<file path="config.mk">
export PLATFORM = sky130hd
export DESIGN_NAME = reduct_rr_sequencer
export DESIGN_NICKNAME = d
export VERILOG_FILES = /design/src/rtl/reduct_rr_sequencer.sv
export SDC_FILE = /design/constraint.sdc
export NUM_CORES = 1
export LEC_CHECK = 0
export CORE_MARGIN = 5
export CORE_UTILIZATION = 23
export CTS_CLUSTER_DIAMETER = 80
export DETAILED_ROUTE_END_ITERATION = 6
export GPL_ROUTABILITY_DRIVEN = 0
export GPL_TIMING_DRIVEN = 0
export PLACE_DENSITY = 0.53
export SETUP_SLACK_MARGIN = 0.02
export SLEW_MARGIN = 25
export SYNTH_ARGS = -nofsm -noshare
export SYNTH_HDL_FRONTEND = slang
export SYNTH_SLANG_ARGS = --single-unit
</file>
<file path="constraint.sdc">
create_clock -name clk -period 4.6 [get_ports clk]
set_input_delay 0.69 -clock clk [delete_from_list [all_inputs] [get_ports clk]]
set_output_delay 0.69 -clock clk [all_outputs]
set_load 0.02 [all_outputs]
</file>
<file path="src/rtl/reduct_rr_sequencer.sv">
// Round-robin sequencer sharing one external WIDTH-bit reduction register among NUM_REQ requesters.
// Optional macro REDUCT_SAT_EN: ACCUMULATE saturates to all ones on carry-out instead of wrapping.
module reduct_rr_sequencer #(
  parameter int unsigned            NUM_REQ    = 4,
  parameter int unsigned            WIDTH      = 16,
  parameter logic [WIDTH-1:0]       INIT_VALUE = {WIDTH{1'b0}}
) (
  input  logic                       clk,
  input  logic                       rst,
  input  logic                       clear_i,
  input  logic [NUM_REQ-1:0]         req_valid_i,
  input  logic [NUM_REQ-1:0]         req_op_i,
  input  logic [NUM_REQ-1:0]         req_last_i,
  input  logic [NUM_REQ*WIDTH-1:0]   req_data_i,
  output logic [NUM_REQ-1:0]         req_ready_o,
  output logic [NUM_REQ-1:0]         grant_o,
  output logic                       busy_o,
  output logic                       ovf_o,
  input  logic [WIDTH-1:0]           reg_q_i,
  output logic [WIDTH-1:0]           reg_d_o,
  output logic [WIDTH-1:0]           reg_reset_value_o
);

  localparam int unsigned PTR_W = (NUM_REQ > 1) ? $clog2(NUM_REQ) : 1;

  localparam logic [0:0] ST_IDLE  = 1'b0;
  localparam logic [0:0] ST_BURST = 1'b1;

  logic [0:0]       state_q, state_d;
  logic [PTR_W-1:0] rr_ptr_q, rr_ptr_d;
  logic [PTR_W-1:0] owner_q, owner_d;
  logic             ovf_q, ovf_d;

  logic             win_found_s;
  logic [PTR_W-1:0] win_idx_s;
  logic [PTR_W-1:0] sel_idx_s;
  logic             sel_act_s;
  logic             commit_s;
  logic [WIDTH-1:0] data_s;
  logic [WIDTH:0]   sum_s;
  logic [WIDTH-1:0] acc_s;
  logic             carry_s;
  logic [PTR_W-1:0] next_ptr_s;

  function automatic logic [NUM_REQ-1:0] onehot(input logic [PTR_W-1:0] idx);
    onehot = {{(NUM_REQ-1){1'b0}}, 1'b1} << idx;
  endfunction

  function automatic logic [PTR_W-1:0] wrap_inc(input logic [PTR_W-1:0] idx);
    int unsigned nxt;
    nxt = int'(idx) + 1;
    if (nxt >= NUM_REQ) begin
      nxt = 0;
    end else begin
      nxt = nxt;
    end
    wrap_inc = PTR_W'(nxt);
  endfunction

  // IDLE arbitration: first valid requester scanning from rr_ptr with wrap.
  always_comb begin
    int unsigned pos;
    win_found_s = 1'b0;
    win_idx_s   = {PTR_W{1'b0}};
    pos         = 0;
    for (int k = 0; k < int'(NUM_REQ); k++) begin
      pos = int'(rr_ptr_q) + k;
      if (pos >= NUM_REQ) begin
        pos = pos - NUM_REQ;
      end else begin
        pos = pos;
      end
      if (!win_found_s && req_valid_i[pos]) begin
        win_found_s = 1'b1;
        win_idx_s   = PTR_W'(pos);
      end else begin
        win_found_s = win_found_s;
      end
    end
  end

  // Beat selection, datapath and outputs towards the register and requesters.
  always_comb begin
    if (state_q == ST_BURST) begin
      sel_idx_s = owner_q;
      sel_act_s = req_valid_i[owner_q];
    end else begin
      sel_idx_s = win_idx_s;
      sel_act_s = win_found_s;
    end
    commit_s   = sel_act_s && !rst && !clear_i;
    next_ptr_s = wrap_inc(sel_idx_s);
    data_s     = req_data_i[sel_idx_s*WIDTH +: WIDTH];
    sum_s      = {1'b0, reg_q_i} + {1'b0, data_s};
    carry_s    = sum_s[WIDTH];
`ifdef REDUCT_SAT_EN
    acc_s = carry_s ? {WIDTH{1'b1}} : sum_s[WIDTH-1:0];
`else
    acc_s = sum_s[WIDTH-1:0];
`endif

    if (rst || clear_i) begin
      reg_d_o = INIT_VALUE;
    end else if (commit_s) begin
      reg_d_o = req_op_i[sel_idx_s] ? acc_s : data_s;
    end else begin
      reg_d_o = reg_q_i;
    end

    if (commit_s) begin
      req_ready_o = onehot(sel_idx_s);
    end else begin
      req_ready_o = {NUM_REQ{1'b0}};
    end

    if (rst) begin
      grant_o = {NUM_REQ{1'b0}};
    end else if (state_q == ST_BURST) begin
      grant_o = onehot(owner_q);
    end else if (win_found_s) begin
      grant_o = onehot(win_idx_s);
    end else begin
      grant_o = {NUM_REQ{1'b0}};
    end
  end

  // Next-state: clear aborts bursts but keeps the pointer; last beat rotates it.
  always_comb begin
    state_d  = state_q;
    rr_ptr_d = rr_ptr_q;
    owner_d  = owner_q;
    ovf_d    = ovf_q;
    if (clear_i) begin
      state_d = ST_IDLE;
      ovf_d   = 1'b0;
    end else if (commit_s) begin
      if (req_op_i[sel_idx_s] && carry_s) begin
        ovf_d = 1'b1;
      end else begin
        ovf_d = ovf_q;
      end
      owner_d = sel_idx_s;
      if (req_last_i[sel_idx_s]) begin
        state_d  = ST_IDLE;
        rr_ptr_d = next_ptr_s;
      end else begin
        state_d = ST_BURST;
      end
    end else begin
      state_d = state_q;
    end
  end

  // State registers with synchronous reset.
  always_ff @(posedge clk) begin
    if (rst) begin
      state_q  <= ST_IDLE;
      rr_ptr_q <= {PTR_W{1'b0}};
      owner_q  <= {PTR_W{1'b0}};
      ovf_q    <= 1'b0;
    end else begin
      state_q  <= state_d;
      rr_ptr_q <= rr_ptr_d;
      owner_q  <= owner_d;
      ovf_q    <= ovf_d;
    end
  end

  assign busy_o            = (state_q == ST_BURST) && !rst;
  assign ovf_o             = ovf_q;
  assign reg_reset_value_o = INIT_VALUE;

endmodule

</file>
==> key figures <==
Synthesis
  – Mux contribution to synthesized area: 24.9%
  – Synth top area cells: mux2i_1 (19%), ha_1 (13%), buf_4 (6.1%)
  – Seq/Total Area, Yosys: 5.15%
  – Synth Instances: 293
  – Top-area cell type share of the netlist area: 19.3%
  – Async S/R FF share, synth: 0%
  – Post-Synth XOR/XNOR Area: 5.26%
  – Synthesized flop and latch total: 6
  – Synth Area in Compound Gates: 24.4%
  – Count leader, synth: mux2i_1
  – Simple-Gate Fraction of Synth Area: 15.9%
  – Syn Area/Cell: 7.96 µm²
  – Largest family of logic cells by synthesized area: multiplexers
  – Synth Area in Adders: 13.7%
  – Commonest cells in the netlist: mux2i_1 (45), ha_1 (24), nand2_1 (24)
  – Ys Warns: 0
  – Post-synth cell types: 56
  – Cell area after synthesis: 2330 µm²
  – Leading area contributor after synthesis: mux2i_1
  – EDFF count, synth: 0
  – Ys flop type: dfxtp_1

Floorplanning
  – Die Span X: ~110 µm
  – # IOs: about 140
  – Starting Density: about a quarter
  – Die Span Y: 111 µm
  – Row count: 36
  – Core area: about 9800 µm²
  – Die area: approximately 12000 µm²

GRT
  – Vias in the first global route: 2941
  – Largest net degree at the start of global routing: 12
  – Global-route wire length before repair: 14.9 mm
  – Initial antenna violation count: 0
  – Total GRT Usage: 14.6%
  – Remaining Overflow, GRT: 0

Placed design
  – Placed Instance Area: 3760 µm²
  – Port Buffers: 120
  – Pre-CTS WS: -1.48 ns
  – DP HPWL: 7.49 mm
  – Placed cells: 561

Timing
  – RSZ-0062 raised after global routing: true
  – Worst hold slack: about 0.55 ns
  – Count of final max-slew check failures: 0
  – Final hold viol count: 0
  – Fmax: 217 MHz
  – Tcrit/Tclk final: 100%
  – Slew HR: 64.0%
  – Slew @ Worst Pin: 0.538 ns
  – Worst setup margin: 0.00183 ns
  – Post-route minimum period: ~4.6 ns
  – Skew final: 0.00206 ns
  – Setup violators final: 0

Clock network
  – Total CTS buffers: 3
  – CTS tree: done
  – H-tree depth: 1
  – Clk root buf: clkbuf_8
  – Worst skew pair latency: 0.22 ns
  – Maximum clock path buffer count: 2
  – Clock slew at reported path FFs: roughly 0.04 ns
  – Num Clock Sinks: 6

Worst setup path
  – Launch point of the worst path: req_valid_i[2]
  – Crit path capture: reg_d_o[15]
  – WP data required: 3.91 ns
  – Worst Path Max Fanout: 7
  – CP endpoint kind: output pin
  – Setup CP Type: primary input to output pin
  – Crit path DAT: between 3 and 4 ns
  – CP startpoint kind: primary input
  – Reg2reg setup slack: 0.99 ns
  – Crit-path leading delay family: compound AO/OA/AOI/OAI gates
  – Critical path depth: 17
  – Crit path cell chain: buf_12, mux2i_2, o22ai_2, or3_4, nand2_8, clkinv_8, mux2_4, inv_2, ha_4, a211oi_2, o211ai_1, a41o_1, a311oi_2, xnor2_1, nor2_1, o31ai_2, buf_4
  – Critical path's slowest cell: or3_4
  – Reg2reg end: ovf_o$_SDFFE_PN0P_
  – CP max stage delay: 0.38 ns
  – R2R cell count: 17
  – Worst flop-to-flop path startpoint: rr_ptr_q[1]$_SDFFE_PP0P_
  – Worst path bufs/invs: 4

Cells and area
  – Share of post-route cells with drive strength above 1: 25.0%
  – Area Overhead vs Synth: 82.1%
  – Final Non-Filler Cells: 585
  – N_diodes: 0
  – Final net count: 574
  – Fillers: a little over 1000
  – Post-route design area: approximately 4200 µm²

Routing
  – Met3 Wirelength: about 500 µm
  – Via density: 4.79
  – Antenna-violating nets left: 0
  – DRT Pass-1 Iters: 4
  – DR iter-0 viols: 81
  – Top Metal Used: met4
  – Vias after detailed routing: ~2800
  – DRC viols: 0
  – Met1 wire length: between 4 and 5 mm
  – WL per Instance: 16.5 µm
  – Total Wirelength: 9.63 mm
  – Met2 WL: 5.09 mm

Power and ir drop
  – Clk pwr share: 7.5%
  – Logic pwr share: a little under nine tenths
  – Total power: about 0.0011 W
  – Pwr Density: 249 nW/µm²
  – Switching part of the total: a little under half
  – Max VDD drop: approximately 0.086 mV
  – Sequential power share: approximately 6.4%
  – Int Pwr: 0.000577 W
  – Leakage: 1.77 nW
  – P_sw: 0.000482 W

Min path
  – Hold path startpoint: ovf_o$_SDFFE_PN0P_
  – Hold Crit Class: flop to flop

Flow run
  – Max cap viols: 0

Run status
  – Status: finished clean
-- power groups by stage --
stage                     logic [W]  registers [W]  clock network, W
after floorplan            0.000511      0.0000648                 0
after global placement     0.000762      0.0000660                 0
after detailed placement   0.000765      0.0000662                 0
after CTS                  0.000852      0.0000654         0.0000812
after global routing       0.000989      0.0000682         0.0000846
final                      0.000912      0.0000674         0.0000791
-- sequential cells by signal, summed over array words and instances, names as in the netlist --
register and flops:
ovf_o 1, owner_q 2, rr_ptr_q 2, state_q 1
-- cell type report --
type | instances | area (µm²) | share of cell area, %
Multi-Input combinational cell | 266 | 2280 | 53.7
Timing Repair Buffer | 142 | 1360 | 32.1
Buffer | 27 | 233 | 5.48
Tap cell | 133 | 166 | 3.92
Sequential cell | 6 | 120 | 2.83
Inverter | 8 | 42.5 | 1.00
Clock buffer | 3 | 41.3 | 0.972
-- metal layers --
metal,up-vias,track usage (%)
met1,1323,17.1
met3,4,3.44
met5,-,0
met4,0,1.48
li1,1394,-
met2,81,27.8
-- through the flow --
step / util, % / setup TNS [ns]
finish: 43.3 / 0
global route: 43.3 / -0.485
CTS: 41.2 / -0.0695
detailed placement: 38.3 / -16.37
global placement: 38.3 / -16.64
floorplan: - / 0
-- worst min path at each step --
stage,cells after the start,endpoint,slack (ns)
floorplan,2,rr_ptr_q[0]$_SDFFE_PP0P_,0.50
global placement,2,rr_ptr_q[0]$_SDFFE_PP0P_,0.53
detailed placement,2,ovf_o$_SDFFE_PN0P_,0.54
CTS,2,ovf_o$_SDFFE_PN0P_,0.55
global route,2,ovf_o$_SDFFE_PN0P_,0.58
finish,2,ovf_o$_SDFFE_PN0P_,0.55
-- cells by family (layout without fill, tap and decap cells) --
| family | after synthesis | after routing |
|---|---|---|
| AO/OA/AOI/OAI | 81 | 81 |
| AND/OR/NAND/NOR | 76 | 76 |
| multiplexers | 54 | 54 |
| buffers and inverters | 36 | 180 |
| adder cells (fa/ha/maj) | 25 | 25 |
| XOR/XNOR | 14 | 14 |
| flip-flops | 6 | 6 |
| other | 1 | 16 |
-- timing repair --
action                     CTS  global route
setup buffers               16             6
setup endpoints to repair   17            14
gates resized for setup     89            52
hold endpoints to repair     0             0
hold buffers                 0             0
pin swaps                   20            19
-- tightest hold or removal path, stage by stage (launching register included) --
cell,delay [ns]
dfxtp_1,0.31
a31oi_1,0.13
nor3_1,0.06
-- layout by cell type (no fill, tap or decap), types with 9 or more instances in the layout --
master           synthesis  layout
clkdlybuf4s50_1          0     105
buf_4                   19      43
mux2i_1                 45      33
nand2_1                 24      23
ha_1                    24      18
nor2_1                  17      17
conb_1                   1      16
a32oi_1                 12      12
o21ai_0                 17      11
a21oi_1                 13      10
mux2i_2                  1       9
(Power assumes the default switching activity.)
